[src/rtl/count_seq_pkg.sv]
// Shared definitions for the count arbiter sequencer and its helpers:
// FSM state encoding, default parameter values and the round-robin
// grant selection used when both requesters ask at the same time.
package count_seq_pkg;

  // FSM state encoding
  localparam logic [1:0] IDLE     = 2'd0;
  localparam logic [1:0] COUNTING = 2'd1;
  localparam logic [1:0] DONE     = 2'd2;

  // Board defaults: 12 MHz clock divided down to an 8 Hz count tick
  localparam int DEF_CLK_DIV = 1500000;
  localparam int DEF_CNT_W   = 4;
  localparam int DEF_LIMIT0  = 15;
  localparam int DEF_LIMIT1  = 7;

  // Returns a one-hot grant for the active requests. A lone request wins
  // outright; on a tie the requester that did not win last time is chosen.
  function automatic logic [1:0] pick_grant(input logic [1:0] reqs,
                                            input logic       last_idx);
    logic [1:0] grant;
    grant = 2'b00;
    unique case (reqs)
      2'b01:   grant = 2'b01;
      2'b10:   grant = 2'b10;
      2'b11:   grant = last_idx ? 2'b01 : 2'b10;
      default: grant = 2'b00;
    endcase
    return grant;
  endfunction

endpackage

[src/rtl/count_arbiter_seq_if.sv]
// Bundle of the request/grant/counter signals between the button front end
// (master) and the count arbiter sequencer (slave).
interface count_arbiter_seq_if
  import count_seq_pkg::*;
#(
  parameter int CNT_W = DEF_CNT_W
);

  logic [1:0]       req;
  logic [CNT_W-1:0] count;
  logic [1:0]       gnt;
  logic             busy;
  logic             done;
  logic             tick;

  // Requesting side: drives requests, observes the counter and status
  modport master (
    output req,
    input  count,
    input  gnt,
    input  busy,
    input  done,
    input  tick
  );

  // Sequencer side: receives requests, drives counter and status
  modport slave (
    input  req,
    output count,
    output gnt,
    output busy,
    output done,
    output tick
  );

endinterface

[src/rtl/tick_gen.sv]
// Free-running clock-enable generator: one-cycle tick every CLK_DIV clocks.
// Used instead of a derived clock so every LED block stays in the clk domain.
module tick_gen
  import count_seq_pkg::*;
#(
  parameter int CLK_DIV = DEF_CLK_DIV
) (
  input  logic clk,
  input  logic rst,
  output logic tick
);

  localparam int            DIV_W    = (CLK_DIV > 2) ? $clog2(CLK_DIV) : 1;
  localparam logic [DIV_W-1:0] DIV_LAST = DIV_W'(CLK_DIV - 1);
  localparam logic [DIV_W-1:0] DIV_ONE  = DIV_W'(1);

  logic [DIV_W-1:0] div_cnt;

  // Divider counts 0..CLK_DIV-1 and wraps, independent of any consumer
  always_ff @(posedge clk or posedge rst) begin
    if (rst) begin
      div_cnt <= '0;
    end else if (div_cnt == DIV_LAST) begin
      div_cnt <= '0;
    end else begin
      div_cnt <= div_cnt + DIV_ONE;
    end
  end

  // Tick is decoded from the divider register only
  always_comb begin
    tick = (div_cnt == DIV_LAST);
  end

endmodule

[src/rtl/count_arbiter_seq.sv]
// Shares one LED up-counter between two requesters. Start requests are
// arbitrated round-robin in IDLE, the winner's run counts up to its own
// limit on the divided tick, then DONE is shown for one tick period.
// All outputs come from registers or state decode only.
module count_arbiter_seq
  import count_seq_pkg::*;
#(
  parameter int CLK_DIV = DEF_CLK_DIV,
  parameter int CNT_W   = DEF_CNT_W,
  parameter int LIMIT0  = DEF_LIMIT0,
  parameter int LIMIT1  = DEF_LIMIT1
) (
  input  logic                clk,
  input  logic                rst,
  count_arbiter_seq_if.slave  bus
);

  localparam logic [CNT_W-1:0] LIM0    = CNT_W'(LIMIT0);
  localparam logic [CNT_W-1:0] LIM1    = CNT_W'(LIMIT1);
  localparam logic [CNT_W-1:0] CNT_ONE = CNT_W'(1);

  logic [1:0]       state;
  logic [CNT_W-1:0] count_q;
  logic [1:0]       gnt_q;
  logic             last;
  logic             tick;
  logic [1:0]       grant_pick;
  logic [CNT_W-1:0] cur_limit;

  tick_gen #(
    .CLK_DIV (CLK_DIV)
  ) u_tick_gen (
    .clk  (clk),
    .rst  (rst),
    .tick (tick)
  );

  // Arbitration choice and the terminal count of whoever holds the grant
  always_comb begin
    grant_pick = pick_grant(bus.req, last);
    cur_limit  = gnt_q[1] ? LIM1 : LIM0;
  end

  // Sequencer FSM with counter, grant register and round-robin history
  always_ff @(posedge clk or posedge rst) begin
    if (rst) begin
      state   <= IDLE;
      count_q <= '0;
      gnt_q   <= 2'b00;
      last    <= 1'b1;
    end else begin
      unique case (state)
        IDLE: begin
          if (|bus.req) begin
            state   <= COUNTING;
            gnt_q   <= grant_pick;
            count_q <= '0;
            last    <= grant_pick[1];
          end
        end
        COUNTING: begin
          if (tick) begin
            if (count_q == cur_limit) begin
              state <= DONE;
            end else begin
              count_q <= count_q + CNT_ONE;
            end
          end
        end
        DONE: begin
          if (tick) begin
            state   <= IDLE;
            count_q <= '0;
            gnt_q   <= 2'b00;
          end
        end
        default: begin
          state   <= IDLE;
          count_q <= '0;
          gnt_q   <= 2'b00;
        end
      endcase
    end
  end

  // Moore outputs: registered counter and grant, status from state
  always_comb begin
    bus.count = count_q;
    bus.gnt   = gnt_q;
    bus.busy  = (state == COUNTING) || (state == DONE);
    bus.done  = (state == DONE);
    bus.tick  = tick;
  end

endmodule

[src/flat_wrapper.sv]
// flat-port wrapper written by rule: the top's interface ports become plain ports
module count_arbiter_seq_flat import count_seq_pkg::*;
#(
  parameter int CLK_DIV = DEF_CLK_DIV,
  parameter int CNT_W   = DEF_CNT_W,
  parameter int LIMIT0  = DEF_LIMIT0,
  parameter int LIMIT1  = DEF_LIMIT1
)
  (clk, rst, bus_req, bus_count, bus_gnt, bus_busy, bus_done, bus_tick);
  count_arbiter_seq_if #(.CNT_W(CNT_W)) bus_i ();
  input  logic clk;
  input  logic rst;
  input wire logic [$bits(bus_i.req)-1:0] bus_req;
  output wire logic [$bits(bus_i.count)-1:0] bus_count;
  output wire logic [$bits(bus_i.gnt)-1:0] bus_gnt;
  output wire logic [$bits(bus_i.busy)-1:0] bus_busy;
  output wire logic [$bits(bus_i.done)-1:0] bus_done;
  output wire logic [$bits(bus_i.tick)-1:0] bus_tick;
  assign bus_i.req = bus_req;
  assign bus_count = bus_i.count;
  assign bus_gnt = bus_i.gnt;
  assign bus_busy = bus_i.busy;
  assign bus_done = bus_i.done;
  assign bus_tick = bus_i.tick;
  count_arbiter_seq #(.CLK_DIV(CLK_DIV), .CNT_W(CNT_W), .LIMIT0(LIMIT0), .LIMIT1(LIMIT1)) u_core (.clk(clk), .rst(rst), .bus(bus_i));
endmodule
[config.mk]
export PLATFORM = sky130hd
export DESIGN_NAME = count_arbiter_seq_flat
export DESIGN_NICKNAME = d
export VERILOG_FILES = /design/src/rtl/count_seq_pkg.sv /design/src/rtl/count_arbiter_seq_if.sv /design/src/rtl/tick_gen.sv /design/src/rtl/count_arbiter_seq.sv /design/src/flat_wrapper.sv
export SDC_FILE = /design/constraint.sdc
export NUM_CORES = 1
export LEC_CHECK = 0
export BUFFER_PORTS_ARGS = -buffer_cell sky130_fd_sc_hd__buf_2
export CORE_ASPECT_RATIO = 1.5
export CORE_UTILIZATION = 53
export DETAILED_ROUTE_END_ITERATION = 6
export HOLD_SLACK_MARGIN = 0.02
export PLACE_DENSITY_LB_ADDON = 0.1
export SLEW_MARGIN = 20
export SYNTH_ARGS = -nofsm -noshare
export SYNTH_HDL_FRONTEND = slang
export SYNTH_SLANG_ARGS = --single-unit
[constraint.sdc]
create_clock -name clk -period 3.85 [get_ports clk]
set_input_delay 0.9625 -clock clk [delete_from_list [all_inputs] [get_ports clk]]
set_output_delay 0.9625 -clock clk [all_outputs]
set_load 0.01 [all_outputs]
==> results of run 1 <==
## per-layer routing
layer	track usage, %	vias up	part of all wire, %
li1	-	581	-
met1	23.6	586	38
met2	44.7	22	56
met3	6.33	7	2.8
met4	11.0	0	2.2
met5	0	-	0
## cell usage in the layout, fill, tap and decap left out, drive strengths merged, types with 3 or more instances in the layout
cell	count
xnor2	9
dfrtp	29
a21oi	7
nand3	12
o21ai	5
ha	5
nor2	17
nand2	13
clkbuf	7
nor3	3
inv	9
buf	12
and2	5
xor2	9
nand4	6
a22o	3
and3	3
## power groups by stage
| stage | sequential [W] | clock [W] | combinational, W |
|---|---|---|---|
| 2_1_floorplan | 0.000365 | 0 | 0.000103 |
| 3_3_place_gp | 0.000361 | 0 | 0.000141 |
| 3_5_place_dp | 0.000362 | 0 | 0.000146 |
| 4_1_cts | 0.000357 | 0.000267 | 0.000147 |
| 5_1_grt | 0.000359 | 0.000280 | 0.000164 |
| 6_report | 0.000356 | 0.000258 | 0.000145 |
## registers in the layout, summed over array words and instances, names as in the netlist
register / flops
u_core.bus.count: 4
u_core.bus.gnt: 2
u_core.last: 1
u_core.state: 2
u_core.u_tick_gen.div_cnt: 21
## area by class of cell
cell class	count	area (sq um)
Fill cell	259	987
Clock inverter	1	5.00
Sequential cell	30	752
Timing Repair Buffer	12	60.1
Multi-Input combinational cell	115	734
Inverter	9	33.8
Clock buffer	7	86.3
Tap cell	37	46.3
## through the flow
| stage | total power (W) | hold slack [ns] |
|---|---|---|
| global route | 0.000803 | 0.500 |
| floorplan | 0.000468 | 0.450 |
| finish | 0.000759 | 0.489 |
| detailed placement | 0.000508 | 0.479 |
| CTS | 0.000770 | 0.487 |
| global placement | 0.000502 | 0.466 |
## worst max-delay path by stage
stage / startpoint / end
3_3_place_gp: u_core.u_tick_gen.div_cnt[5] / bus_tick
6_report: u_core.u_tick_gen.div_cnt[5] / bus_tick
3_5_place_dp: u_core.u_tick_gen.div_cnt[5] / bus_tick
5_1_grt: u_core.u_tick_gen.div_cnt[5] / bus_tick
4_1_cts: u_core.u_tick_gen.div_cnt[5] / bus_tick
2_1_floorplan: u_core.u_tick_gen.div_cnt[5] / bus_tick
## kinds of logic after synthesis
logic type | Yosys count | synth area share, %
multiplexers | 2 | 1.38
AND/OR/NAND/NOR | 68 | 22.5
flip-flops | 30 | 48.8
AO/OA/AOI/OAI | 22 | 9.51
adder cells (fa/ha/maj) | 5 | 4.06
XOR/XNOR | 18 | 10.2
buffers and inverters | 12 | 3.49
## worst max-delay path, delay by kind of cell, from the launching register on
kind | cells | cell delay [ns]
buf+inv | 2 | 0.42
flops | 1 | 0.42
simple gates | 3 | 1.32
==> flow_metrics.env, run 1 <==
export IMPL_outcome="completed"
export IMPL_wl_um=3000
export IMPL_clockRootBuffer="clkbuf_8"
export IMPL_dieArea_sq_um=3130
export IMPL_arrival_ns=2.44
export IMPL_switching_share_pct=28.4
export IMPL_synth_seq_cells=30
export IMPL_drc=0
export IMPL_ios=13
export IMPL_cts_max_level=2
export IMPL_ctsLongestPathBuffers=2
export IMPL_end_kind="output pin"
export IMPL_syn_area_sq_um=1540
export IMPL_period_share_pct=88.5
export IMPL_rrSetupSlack_ns=1.22
export IMPL_syn_nets=166
export IMPL_crit_type="reg2out"
export IMPL_yosysTopAreaCell="dfrtp_1"
export IMPL_hold_depth=1
export IMPL_gr_usage_all_layers_pct=24.1
export IMPL_initial_core_util_pct=56.9
export IMPL_n_antenna_cell=0
export IMPL_worst_pin_slew_ns=0.750
export IMPL_dr_total_vias=1196
export IMPL_drive_gt1_share_pct=13.8
export IMPL_clock_sinks=30
export IMPL_max_freq_mhz=294
export IMPL_rr_startpoint="u_core.u_tick_gen.div_cnt[5]"
export IMPL_die_h_um=68.0
export IMPL_cts_tree="yes"
export IMPL_coreArea_sq_um=2710
export IMPL_relSlewSlack_pct=49.5
export IMPL_synthTopCellsByArea="dfrtp_1 (47%), xnor2_1 (5.1%), xor2_1 (5.1%)"
export IMPL_port_buffer_count=12
export IMPL_required_ns=2.89
export IMPL_p_int_w=0.000543
export IMPL_post_cts_buffers=0
export IMPL_gp_congestion=0.790
export IMPL_cts_made_buffers=5
export IMPL_rows=23
export IMPL_worstSkewPairLatency_ns=0.29
export IMPL_hold_viol_final=0
export IMPL_clkPwrFrac_pct=34.0
export IMPL_p_per_area_nw_per_um2=442
export IMPL_cts_resized=0
export IMPL_synthFlopType="dfrtp_1"
export IMPL_startpoint_type="flip-flop"
export IMPL_cts_hold_buf=0
export IMPL_instances_no_fill=211
export IMPL_worstRegToRegCells=6
export IMPL_cap_violations=0
export IMPL_design_area_sq_um=1720
export IMPL_cpMaxStageDelayCell="or4b_1"
export IMPL_dr_pass1_iters=4
export IMPL_place_hpwl_um=2160
export IMPL_hold_path_startpoint="u_core.u_tick_gen.div_cnt[0]"
export IMPL_cp_max_fo=17
export IMPL_antenna_left=0
export IMPL_avgSynthCellArea_sq_um=9.81
export IMPL_ys_warn_count=0
export IMPL_final_nets=182
export IMPL_grt_pass1_wl_um=5270
export IMPL_ys_seq_area_share_pct=48.8
export IMPL_setup_viol=0
export IMPL_dp_cells=203
export IMPL_finalCriticalPeriod_ns=3.41
export IMPL_ys_types=36
export IMPL_maxSlewViolCount=0
export IMPL_synth_most_common_cell="dfrtp_1"
export IMPL_dp_slack_ns=0.728
export IMPL_grt_pass1_vias=1234
export IMPL_overflow=0
export IMPL_critPathMaxStageDelay_ns=0.51
export IMPL_hold_path_end="u_core.u_tick_gen.div_cnt[0]"
export IMPL_placed_area_sq_um=1630
export IMPL_pwr_share_comb_pct=19.1
export IMPL_synthCells=157
export IMPL_synth_top_cell_area_share_pct=47.1
export IMPL_drt_iter0_drc=27
export IMPL_skew_ns=0.00659
export IMPL_worstReg2RegEnd="u_core.bus.count[2]"
export IMPL_wl_per_cell_um=14.2
export IMPL_fin_ws_ns=0.444
export IMPL_p_sw_w=0.000216
export IMPL_fin_setup_tns_ns=0
export IMPL_clk_pin_slew_ns=0.06
export IMPL_avgViaCountPerCell=5.67
export IMPL_seqPwrFrac_pct=46.9
export IMPL_antenna_found_initial=0
export IMPL_area_growth_pct=11.5
export IMPL_p_leak_nw=0.846
export IMPL_yosys_top_cells_count="dfrtp_1 (29), nor2_1 (17), nand2_1 (13)"
export IMPL_synth_edff_count=0
export IMPL_grt_max_degree=31
export IMPL_synth_async_reset_ratio_pct=100
export IMPL_rsz0062_at_grt="no"
export IMPL_ir_worst_vdd_v=0.000293
export IMPL_utilization_pct=63.5
export IMPL_fp_dieW_um=46.0
export IMPL_path_cells="or4b_1 -> or4_1 -> or2_4 -> inv_2 -> buf_2"
export IMPL_hold_class="reg2reg"
Note: power is estimated with default switching activity, not from simulation.
==> run 2, diff against run 1 <==
Settings changed: ABC_AREA from default to 1.
==> flow_metrics.env, run 2 <==
export IMPL_outcome="completed"
export IMPL_cts_hold_buf=0
export IMPL_dr_pass1_iters=4
export IMPL_synth_compound_area_share_pct=6.59
export IMPL_synthTopCellsByArea="dfrtp_1 (42%), nand2_1 (11%), inv_1 (8.0%)"
export IMPL_area_growth_pct=10.4
export IMPL_grt_pass1_wl_um=6440
export IMPL_rsz0062_at_grt="no"
export IMPL_clock_sinks=30
export IMPL_grt_max_degree=31
export IMPL_synthCells=233
export IMPL_synth_xor_area_share_pct=3.51
export IMPL_clk_pin_slew_ns=0.06
export IMPL_end_kind="output pin"
export IMPL_synthSimpleGateAreaFrac_pct=33.7
export IMPL_cp_max_fo=14
export IMPL_nFillCells=330
export IMPL_antenna_left=0
export IMPL_synthMuxAreaShare_pct=0
export IMPL_final_common_cell="nand2_1"
export IMPL_hold_class="reg2reg"
export IMPL_p_sw_w=0.000284
export IMPL_drc=0
export IMPL_p_int_w=0.000568
export IMPL_clkPwrFrac_pct=27.8
export IMPL_ys_warn_count=0
export IMPL_hold_ws_ns=0.457
export IMPL_place_hpwl_um=2770
export IMPL_setup_viol=0
export IMPL_crit_type="reg2out"
export IMPL_utilization_pct=61.0
export IMPL_path_cells="ha_1 -> nand3_2 -> nor2_1 -> nand3_2 -> inv_1 -> buf_2"
export IMPL_worst_pin_slew_ns=0.513
export IMPL_worstSkewPairLatency_ns=0.28
export IMPL_gp_congestion=0.870
export IMPL_syn_area_sq_um=1750
export IMPL_maxSlewViolCount=0
export IMPL_antenna_found_initial=0
export IMPL_avgViaCountPerCell=5.15
export IMPL_dr_total_vias=1504
export IMPL_yosysTopAreaCell="dfrtp_1"
export IMPL_gr_usage_all_layers_pct=24.4
export IMPL_required_ns=2.89
export IMPL_ir_worst_vdd_v=0.000320
export IMPL_largest_register_ffs=21
export IMPL_seqCellArea_sq_um=752
export IMPL_port_buffer_count=12
export IMPL_final_cell_mix="nand2_1 (51), inv_1 (37), nor2_1 (30), dfrtp_1 (29), nand3_1 (18)"
export IMPL_cpMaxStageDelayCell="dfrtp_1"
export IMPL_rows=25
export IMPL_cts_max_level=2
export IMPL_startpoint_type="flip-flop"
export IMPL_ios=13
export IMPL_cts_tree="yes"
export IMPL_synth_async_reset_ratio_pct=100
export IMPL_ys_seq_area_share_pct=43.1
export IMPL_period_share_pct=70.7
export IMPL_cts_made_buffers=5
export IMPL_critPathMaxStageDelay_ns=0.36
export IMPL_synth_most_common_cell="nand2_1"
export IMPL_pwr_share_comb_pct=27.8
export IMPL_ctsLongestPathBuffers=2
export IMPL_initial_core_util_pct=55.3
export IMPL_skew_ns=0.00417
export IMPL_fp_dieW_um=48.9
export IMPL_cts_resized=0
export IMPL_final_nets=260
export IMPL_switching_share_pct=33.4
export IMPL_dieArea_sq_um=3530
export IMPL_synthFlopType="dfrtp_1"
export IMPL_wl_um=3590
export IMPL_seqPwrFrac_pct=44.4
export IMPL_drive_gt1_share_pct=15.1
export IMPL_hold_viol_final=0
export IMPL_relSlewSlack_pct=65.8
export IMPL_ys_types=29
export IMPL_n_antenna_cell=0
export IMPL_overflow=0
export IMPL_max_freq_mhz=368
export IMPL_p_per_area_nw_per_um2=442
export IMPL_synth_edff_count=0
export IMPL_top_register="u_core.u_tick_gen.div_cnt"
export IMPL_clockRootBuffer="clkbuf_8"
export IMPL_coreArea_sq_um=3160
export IMPL_p_leak_nw=1.02
export IMPL_synth_top_cell_area_share_pct=41.5
export IMPL_grt_pass1_vias=1506
export IMPL_cap_violations=0
export IMPL_drt_iter0_drc=34
export IMPL_multi_input_area_sq_um=828
export IMPL_die_h_um=72.3
export IMPL_avgSynthCellArea_sq_um=7.50
export IMPL_post_cts_buffers=0
export IMPL_finalCriticalPeriod_ns=2.72
export IMPL_wl_per_cell_um=12.3
export IMPL_path_common_cell="nand3_2"
export IMPL_syn_nets=242
export IMPL_yosys_top_cells_count="nand2_1 (51), inv_1 (37), nor2_1 (30)"
export IMPL_arrival_ns=1.76
export IMPL_fin_setup_tns_ns=0
export IMPL_yosys_area_share_adder_pct=3.58
export IMPL_synth_seq_cells=30
export IMPL_synth_top_family_by_area="simple AND/OR/NAND/NOR gates"
-- run 2: cell types whose count changed after synthesis, moves of 5 or more --
cell,change
nand2_1,+38
inv_1,+29
nor2_1,+13
nor3_1,+9
xnor2_1,-7
nand3_1,+6
and2_1,-5
-- run 2: power by group through the flow --
stage	clock network [W]	logic [W]	registers, W
2_1_floorplan	0	0.000180	0.000386
4_1_cts	0.000243	0.000240	0.000378
3_3_place_gp	0	0.000236	0.000383
3_5_place_dp	0	0.000239	0.000383
5_1_grt	0.000255	0.000269	0.000382
6_report	0.000237	0.000237	0.000378
-- run 2: cells by family after synthesis --
logic type	after synthesis
xor gates and xnor gates	7
DFF	30
and+or+nand+nor	130
AOI/OAI and AO/OA	19
adders and majority gates	5
buffers and inverters	42
-- run 2: cell type report --
cell class                 instances  share of cell area, %
clock buffer                       8                   4.15
inverter                          40                   7.79
multi-input combinational        161                   43.0
sequential                        30                   39.0
tap                               40                   2.60
timing repair buffer              13                   3.50
-- run 2: per-stage QoR --
stage	instance area (sq um)	setup WS (ns)	power, W	std cells
floorplan	1750	1.84	0.000566	233
global placement	1850	1.45	0.000620	284
detailed placement	1850	1.42	0.000623	284
CTS	1930	1.12	0.000862	292
global route	1930	0.965	0.000906	292
finish	1930	1.13	0.000852	292
-- run 2: routing by layer --
metal | vias to the layer above | share of wire [%] | routed length [um] | global-route usage (%)
met5 | - | 0 | 0 | 0
met4 | 0 | 2.8 | 100 | 13.4
met3 | 10 | 2.7 | 96 | 3.98
met2 | 29 | 55 | 1960 | 45.7
met1 | 695 | 40 | 1430 | 25.6
li1 | 770 | - | - | -
-- run 2: path summary, 6_finish.rpt --
path | startpoint | to | slack [ns] | cells after the start
worst max-delay path | u_core.u_tick_gen.div_cnt[0] | bus_tick | 1.13 | 6
worst min-delay path | u_core.last | u_core.last | 0.46 | 2
worst max register to register | u_core.u_tick_gen.div_cnt[0] | u_core.bus.count[1] | 1.75 | 8
worst min register to register | u_core.last | u_core.last | 0.46 | 2
max in group asynchronous | rst | u_core.last | 2.79 | 3
min in group asynchronous | rst | u_core.u_tick_gen.div_cnt[13] | 0.74 | 3
-- run 2: worst max-delay path, delay by kind of cell (launching register included) --
| family | cells | cell delay [ns] |
|---|---|---|
| and+or+nand+nor | 3 | 0.53 |
| DFF | 1 | 0.36 |
| buffers and inverters | 2 | 0.38 |
| adders and majority gates | 1 | 0.22 |
